===== src/rtl/serial_add_pkg.sv =====
// rtl/serial_add_pkg.sv - shared types and helpers for the bit-serial adder sequencer
package serial_add_pkg;

  typedef enum logic [1:0] {
    IDLE = 2'd0,
    RUN  = 2'd1,
    DONE = 2'd2
  } state_e;

  function automatic int cnt_w(input int width);
    return $clog2(width);
  endfunction

endpackage


===== src/rtl/serial_add_ctrl_fa_bit.sv =====
// rtl/serial_add_ctrl_fa_bit.sv - combinational 1-bit full adder cell
module fa_bit (
  input  logic a,
  input  logic b,
  input  logic cin,
  output logic s,
  output logic cout
);

  assign s    = a ^ b ^ cin;
  assign cout = (a & b) | (a & cin) | (b & cin);

endmodule


===== src/rtl/serial_add_ctrl.sv =====
// rtl/serial_add_ctrl.sv - bit-serial add sequencer, one full-adder cell, LSB first
// Optional subtract mode (op_sub port) enabled by macro SERIAL_ADD_SUB_EN.
module serial_add_ctrl
  import serial_add_pkg::*;
#(
  parameter int WIDTH = 8
) (
  input  logic             clk,
  input  logic             rst_n,
  input  logic             start_valid,
  output logic             start_ready,
  input  logic [WIDTH-1:0] a,
  input  logic [WIDTH-1:0] b,
`ifdef SERIAL_ADD_SUB_EN
  input  logic             op_sub,
`endif
  output logic             busy,
  output logic             res_valid,
  input  logic             res_ready,
  output logic [WIDTH-1:0] sum,
  output logic             cout
);

  localparam int CW = cnt_w(WIDTH);
  localparam logic [CW-1:0] CNT_LAST = CW'(WIDTH - 1);

  state_e           state;
  logic [WIDTH-1:0] a_sh;
  logic [WIDTH-1:0] b_sh;
  logic [WIDTH-1:0] sum_sh;
  logic             carry;
  logic [CW-1:0]    cnt;
  logic             cell_s;
  logic             cell_c;
  logic             sub_sel;
  logic [WIDTH-1:0] sum_next;

`ifdef SERIAL_ADD_SUB_EN
  assign sub_sel = op_sub;
`else
  assign sub_sel = 1'b0;
`endif

  fa_bit u_cell (
    .a   (a_sh[0]),
    .b   (b_sh[0]),
    .cin (carry),
    .s   (cell_s),
    .cout(cell_c)
  );

  assign sum_next = {cell_s, sum_sh[WIDTH-1:1]};

  // sum/cout are only written on the final RUN edge so they stay stable outside it
  always_ff @(posedge clk or negedge rst_n) begin
    if (!rst_n) begin
      state       <= IDLE;
      a_sh        <= '0;
      b_sh        <= '0;
      sum_sh      <= '0;
      carry       <= 1'b0;
      cnt         <= '0;
      start_ready <= 1'b1;
      busy        <= 1'b0;
      res_valid   <= 1'b0;
      sum         <= '0;
      cout        <= 1'b0;
    end else begin
      case (state)
        IDLE: begin
          if (start_valid) begin
            a_sh        <= a;
            b_sh        <= sub_sel ? ~b : b;
            carry       <= sub_sel;
            cnt         <= '0;
            state       <= RUN;
            start_ready <= 1'b0;
            busy        <= 1'b1;
          end
        end
        RUN: begin
          sum_sh <= sum_next;
          a_sh   <= a_sh >> 1;
          b_sh   <= b_sh >> 1;
          carry  <= cell_c;
          // counter holds on the last bit instead of wrapping
          if (cnt == CNT_LAST) begin
            state     <= DONE;
            sum       <= sum_next;
            cout      <= cell_c;
            res_valid <= 1'b1;
          end else begin
            cnt <= cnt + CW'(1);
          end
        end
        DONE: begin
          if (res_ready) begin
            state       <= IDLE;
            res_valid   <= 1'b0;
            busy        <= 1'b0;
            start_ready <= 1'b1;
          end
        end
        default: begin
          state       <= IDLE;
          start_ready <= 1'b1;
          busy        <= 1'b0;
          res_valid   <= 1'b0;
        end
      endcase
    end
  end

endmodule

===== config.mk =====
export PLATFORM = sky130hd
export DESIGN_NAME = serial_add_ctrl
export DESIGN_NICKNAME = d
export VERILOG_FILES = /design/src/rtl/serial_add_pkg.sv /design/src/rtl/serial_add_ctrl_fa_bit.sv /design/src/rtl/serial_add_ctrl.sv
export SDC_FILE = /design/constraint.sdc
export NUM_CORES = 1
export LEC_CHECK = 0
export BUFFER_PORTS_ARGS = -buffer_cell sky130_fd_sc_hd__buf_2
export CAP_MARGIN = 20
export CORE_UTILIZATION = 35
export DETAILED_ROUTE_END_ITERATION = 16
export GPL_TIMING_DRIVEN = 0
export PLACE_DENSITY = 0.51
export SLEW_MARGIN = 20
export SYNTH_ARGS = -nofsm -noshare
export SYNTH_HDL_FRONTEND = slang
export SYNTH_SLANG_ARGS = --single-unit

===== constraint.sdc =====
create_clock -name clk -period 3.6 [get_ports clk]
set_input_delay 0.72 -clock clk [delete_from_list [all_inputs] [get_ports clk]]
set_output_delay 0.72 -clock clk [all_outputs]
set_load 0.03 [all_outputs]

; ---- After elaboration in Yosys (flattened, before gate mapping)
; Cells that the tools add are included.
; W data, S select, Z words.
[op_classes]
add_sub_neg = 1
n_bitwise = 9
n_shift = 0
n_eq_ne = 7
magnitude_cmp = 0
mul = 0
mux = 20
n_reduce_logical = 8
div_mod_pow = 0
[op_table]
columns = operator, n
row1 = $pmux W8 S2, 2
row2 = $mux W8, 2
row3 = $reduce_and A3 Y1, 4
row4 = $pmux W1 S3, 3
row5 = $ne A2 B2 Y1 const B, 4
row6 = $mux W2, 3
row7 = $mux W3, 2
row8 = $pmux W2 S3, 1
row9 = $pmux W3 S2, 1
row10 = $mux W1, 5
row11 = $reduce_and A2 Y1, 2
row12 = $add A3 B1 Y3 const B, 1
row13 = $and A1 B1 Y1, 3
row14 = $eq A3 B3 Y1 const B, 1
row15 = $eq A2 B1 Y1 const B, 1
row16 = $eq A2 B2 Y1 const B, 1
row17 = $logic_not A2 Y1, 1
row18 = $not A1 Y1, 2
row19 = $or A1 B1 Y1, 2
row20 = $pmux W1 S2, 1
row21 = $reduce_bool A2 Y1, 1
row22 = $xor A1 B1 Y1, 2
[totals]
reg_bits = 42
latchBits = 0
romBits = 0
ramBits = 0
wordCells = 56
n_memories = 0

; ---- Longest topological paths before layout
[depth]
ltp_word = 4
mapped_depth = 6

; ---- Modules after synthesis
; Synthesis repeated with hierarchy kept, for this count alone.
[hier_totals]
hier_cells = 162
area_unflattened_um2 = 1828.0
[modules_own_cells]
columns = mod, seq_area_each_um2, instances, area_per_inst_um2, cells_per_inst
row1 = serial_add_ctrl, 1027.2, 1, 1808.0, 161
row2 = fa_bit, 0.0, 1, 20.0, 1

; ---- Least setup slack after synthesis
; No wires, ideal clock.
[synth_timing]
path_type = register to register
start = register cnt[0]
end = register cout
n_path_buf = 1
path_slack_ps = 2150
stages_incl_launch_ff = 6
required_ps = 3475
arrival_time_ps = 1325
setup_time_ps = 125
cell_sequence = dfrtp_1 ha_1 ha_1 buf_2 nand2_8 mux2_4
[synth_via]
elab_chain_cells = 2
[synth_lines]
columns = element, line_no
row1 = "start, declared", serial_add_ctrl.sv:32  ; logic [CW-1:0] cnt;
row2 = "start signal, assigned", serial_add_ctrl.sv:93  ; cnt <= cnt + CW'(1);
row3 = $eq A3 B3 Y1, serial_add_ctrl.sv:87  ; if (cnt == CNT_LAST) begin
row4 = $reduce_and A2 Y1 (no line), -
row5 = "end signal, assigned", serial_add_ctrl.sv:90  ; cout <= cell_c;
row6 = "end, declared", serial_add_ctrl.sv:21  ; output logic cout
; Every way passes these cells.
; A chain may end at the register's enable or synchronous reset.

; ---- Final worst setup path
[layout_timing]
start = register start_ready
end = output start_ready
[layout_rtl]
columns = element, line_no
row1 = "start, declared", serial_add_ctrl.sv:11  ; output logic start_ready,
row2 = "start signal, assigned", serial_add_ctrl.sv:63  ; start_ready <= 1'b1;
row3 = "start signal, assigned", serial_add_ctrl.sv:77  ; start_ready <= 1'b0;
row4 = "start signal, assigned", serial_add_ctrl.sv:101  ; start_ready <= 1'b1;
; No word-level cell between the ends.

==> results_dict.tcl <==
set metrics [dict create \
    ant_nets 0 \
    dp_slack_ns 1.94 \
    grt_usage_pct 15.3 \
    cts_buffers 5 \
    via_count 1294 \
    status "finished, final reports clean" \
    min_from "sum_sh[1]" \
    period_needed_ns 1.74 \
    synth_area_sq_um 1810 \
    holdBufCountCts 0 \
    fin_hold_ws_ns 0.479 \
    finalWorstSetupSlack_ns 1.86 \
    p_total_mw 2.03 \
    io_pins 32 \
    crit_slowest_cell "dfstp_2" \
    grtUsageMet3_pct 2.88 \
    top_usage_layer "met2" \
    layout.nets 216 \
    cts_tree "yes" \
    yosysWarningCount 0 \
    skew_ns 0.00898 \
    relSlewSlack_pct 39.7 \
    die_x_microns 73.9 \
    crit_family "flip-flops" \
    num_rows 25 \
    clkTransAtPathRegs_ns 0.08 \
    grt_pass1_wl_microns 6270 \
    cellLeakagePower_nw 1.04 \
    antennaDiodeCount 0 \
    worstSetupPathType "flop to output port" \
    grt_max_degree 42 \
    dr.first_iter.drc_count 88 \
    core_area_sq_um 4850 \
    grt_antenna_before_repair 0 \
    cts_max_path_buffers 2 \
    critPathLaunchType "flop" \
    synth_enable_flop_cells 0 \
    post-route-period-util_pct 48.3 \
    fillers 473 \
    io_buffers 31 \
    gr-total-overflow 0 \
    initial_utilization_pct 37.3 \
    crit_fanout 3 \
    r2r-start "cnt[0]" \
    ys_seq_area_share_pct 56.8 \
    grtUsageMet1_pct 20.9 \
    htreeDepth 2 \
    path_cells "buf_2" \
    post_cts_buffers 0 \
    cts_root_buffer "clkbuf_8" \
    setup_viol 0 \
    placed_cell_area_sq_um 2050 \
    layout_commonest_cell "dfrtp_1" \
    hold_viol_final 0 \
    p_per_area_nw_per_um2 937 \
    syn_to_final_growth_pct 19.6 \
    drc 0 \
    max_cap_violations 0 \
    vias_per_cell 4.96 \
    wl_per_cell_microns 13.8 \
    grt_pass1_vias 1323 \
    synthFlopType "dfrtp_1" \
    fin_setup_tns_ns 0 \
    cp_slowest_stage_delay_ns 0.54 \
    final_cell_area_sq_um 2160 \
    critPathCaptureType "output port" \
    critPathLaunch "start_ready" \
    hpwl_microns 2540 \
    crit_arrival_ns 1.02 \
    drive_gt1_share_pct 34.5 \
    hp-class "flop to flop" \
    drv_slew 0 \
    tightest_slew_ns 0.904 \
    final_cell_mix "dfrtp_1, buf_2, nand2_1" \
    first_pass_iters 4 \
    max_freq_mhz 575 \
    vdd_drop_max_mv 0.350 \
    synth-seq-cells 41 \
    wirelength_microns 3600 \
    yosys.cell_types.count 29 \
    dieArea_sq_um 5460 \
    gp_congestion 0.750 \
    synthArstFlopShare_pct 100 \
    final_cells 261 \
    grtUsageMet2_pct 24.3 \
    fin_util_pct 44.6 \
    cp.required_ns 2.88 \
    grt_setup_unrepaired "false" \
    placed_cells 253 \
    avgSynthCellArea_sq_um 11.7 \
    cts_sinks 41 \
    postCtsResizedCells 0 \
    synth_nets 178 \
    fp.dieH_microns 73.9 \
    insertion_delay_ns 0.29 \
    path_buf_inv 1 \
    synth_cells 155 \
]
==> where the power goes <==
part / switching (mW) / total [mW] / internal [mW]
Combinational: 0.451 / 0.833 / 0.382
Sequential: 0.139 / 0.818 / 0.679
Clock: 0.151 / 0.377 / 0.226
Total: 0.742 / 2.03 / 1.29
==> registers in the layout (all words and copies together), names as in the netlist <==
| signal | cells |
|---|---|
| start_ready | 1 |
| a_sh | 8 |
| busy | 1 |
| sum | 8 |
| cout | 1 |
| cnt | 3 |
| b_sh | 8 |
| state | 2 |
| carry | 1 |
| res_valid | 1 |
| sum_sh | 7 |
==> cell usage after synthesis, types with 3 or more instances <==
library cell | number | area (sq um)
o2bb2ai_1 | 3 | 26.3
nor2_1 | 12 | 45.0
nand3b_1 | 7 | 52.6
o21ai_0 | 4 | 20.0
buf_2 | 5 | 25.0
mux2_4 | 9 | 135
o22ai_1 | 7 | 43.8
a21oi_1 | 12 | 60.1
dfrtp_1 | 40 | 1000
o221a_2 | 7 | 78.8
nand2_1 | 26 | 97.6
==> final timing paths <==
kind	cells after the start	to	slack, ns
setup / recovery	1	start_ready	1.86
hold / removal	2	sum_sh[1]	0.48
setup reg to reg	5	sum[4]	2.06
hold reg to reg	2	sum_sh[1]	0.48
max in group asynchronous	1	carry	2.47
min in group asynchronous	1	sum[3]	0.56
==> worst register-to-register path: cells and delay by family (launching register included) <==
| kind | cells | cell delay, ns |
|---|---|---|
| simple gates | 1 | 0.14 |
| flops | 1 | 0.41 |
| fa+ha+maj | 2 | 0.38 |
| mux | 1 | 0.31 |
| buf+inv | 1 | 0.19 |
==> layout make-up <==
type	instances	area [sq um]	area share, %
buffer	9	58.8	2.72
clock buffer	7	86.3	3.99
clock inverter	1	30.0	1.39
inverter	2	7.51	0.347
multi-input combinational	103	716	33.1
sequential	41	1030	47.5
tap	67	83.8	3.87
timing repair buffer	31	155	7.17
==> layer usage <==
| layer | routed length [microns] | vias to the layer above |
|---|---|---|
| met4 | 34 | 0 |
| met3 | 138 | 5 |
| li1 | - | 626 |
| met1 | 1780 | 633 |
| met2 | 1640 | 30 |
| met5 | 0 | - |
==> cells by family after synthesis <==
kind of cell    Yosys count  synth area share, %
compound gates           39                 15.6
mux                       9                 7.47
buf+inv                  11                 3.67
fa+ha+maj                 3                 2.49
flops                    41                 56.8
simple gates             52                 14.0
No activity file was read; power rests on OpenSTA's default activity.
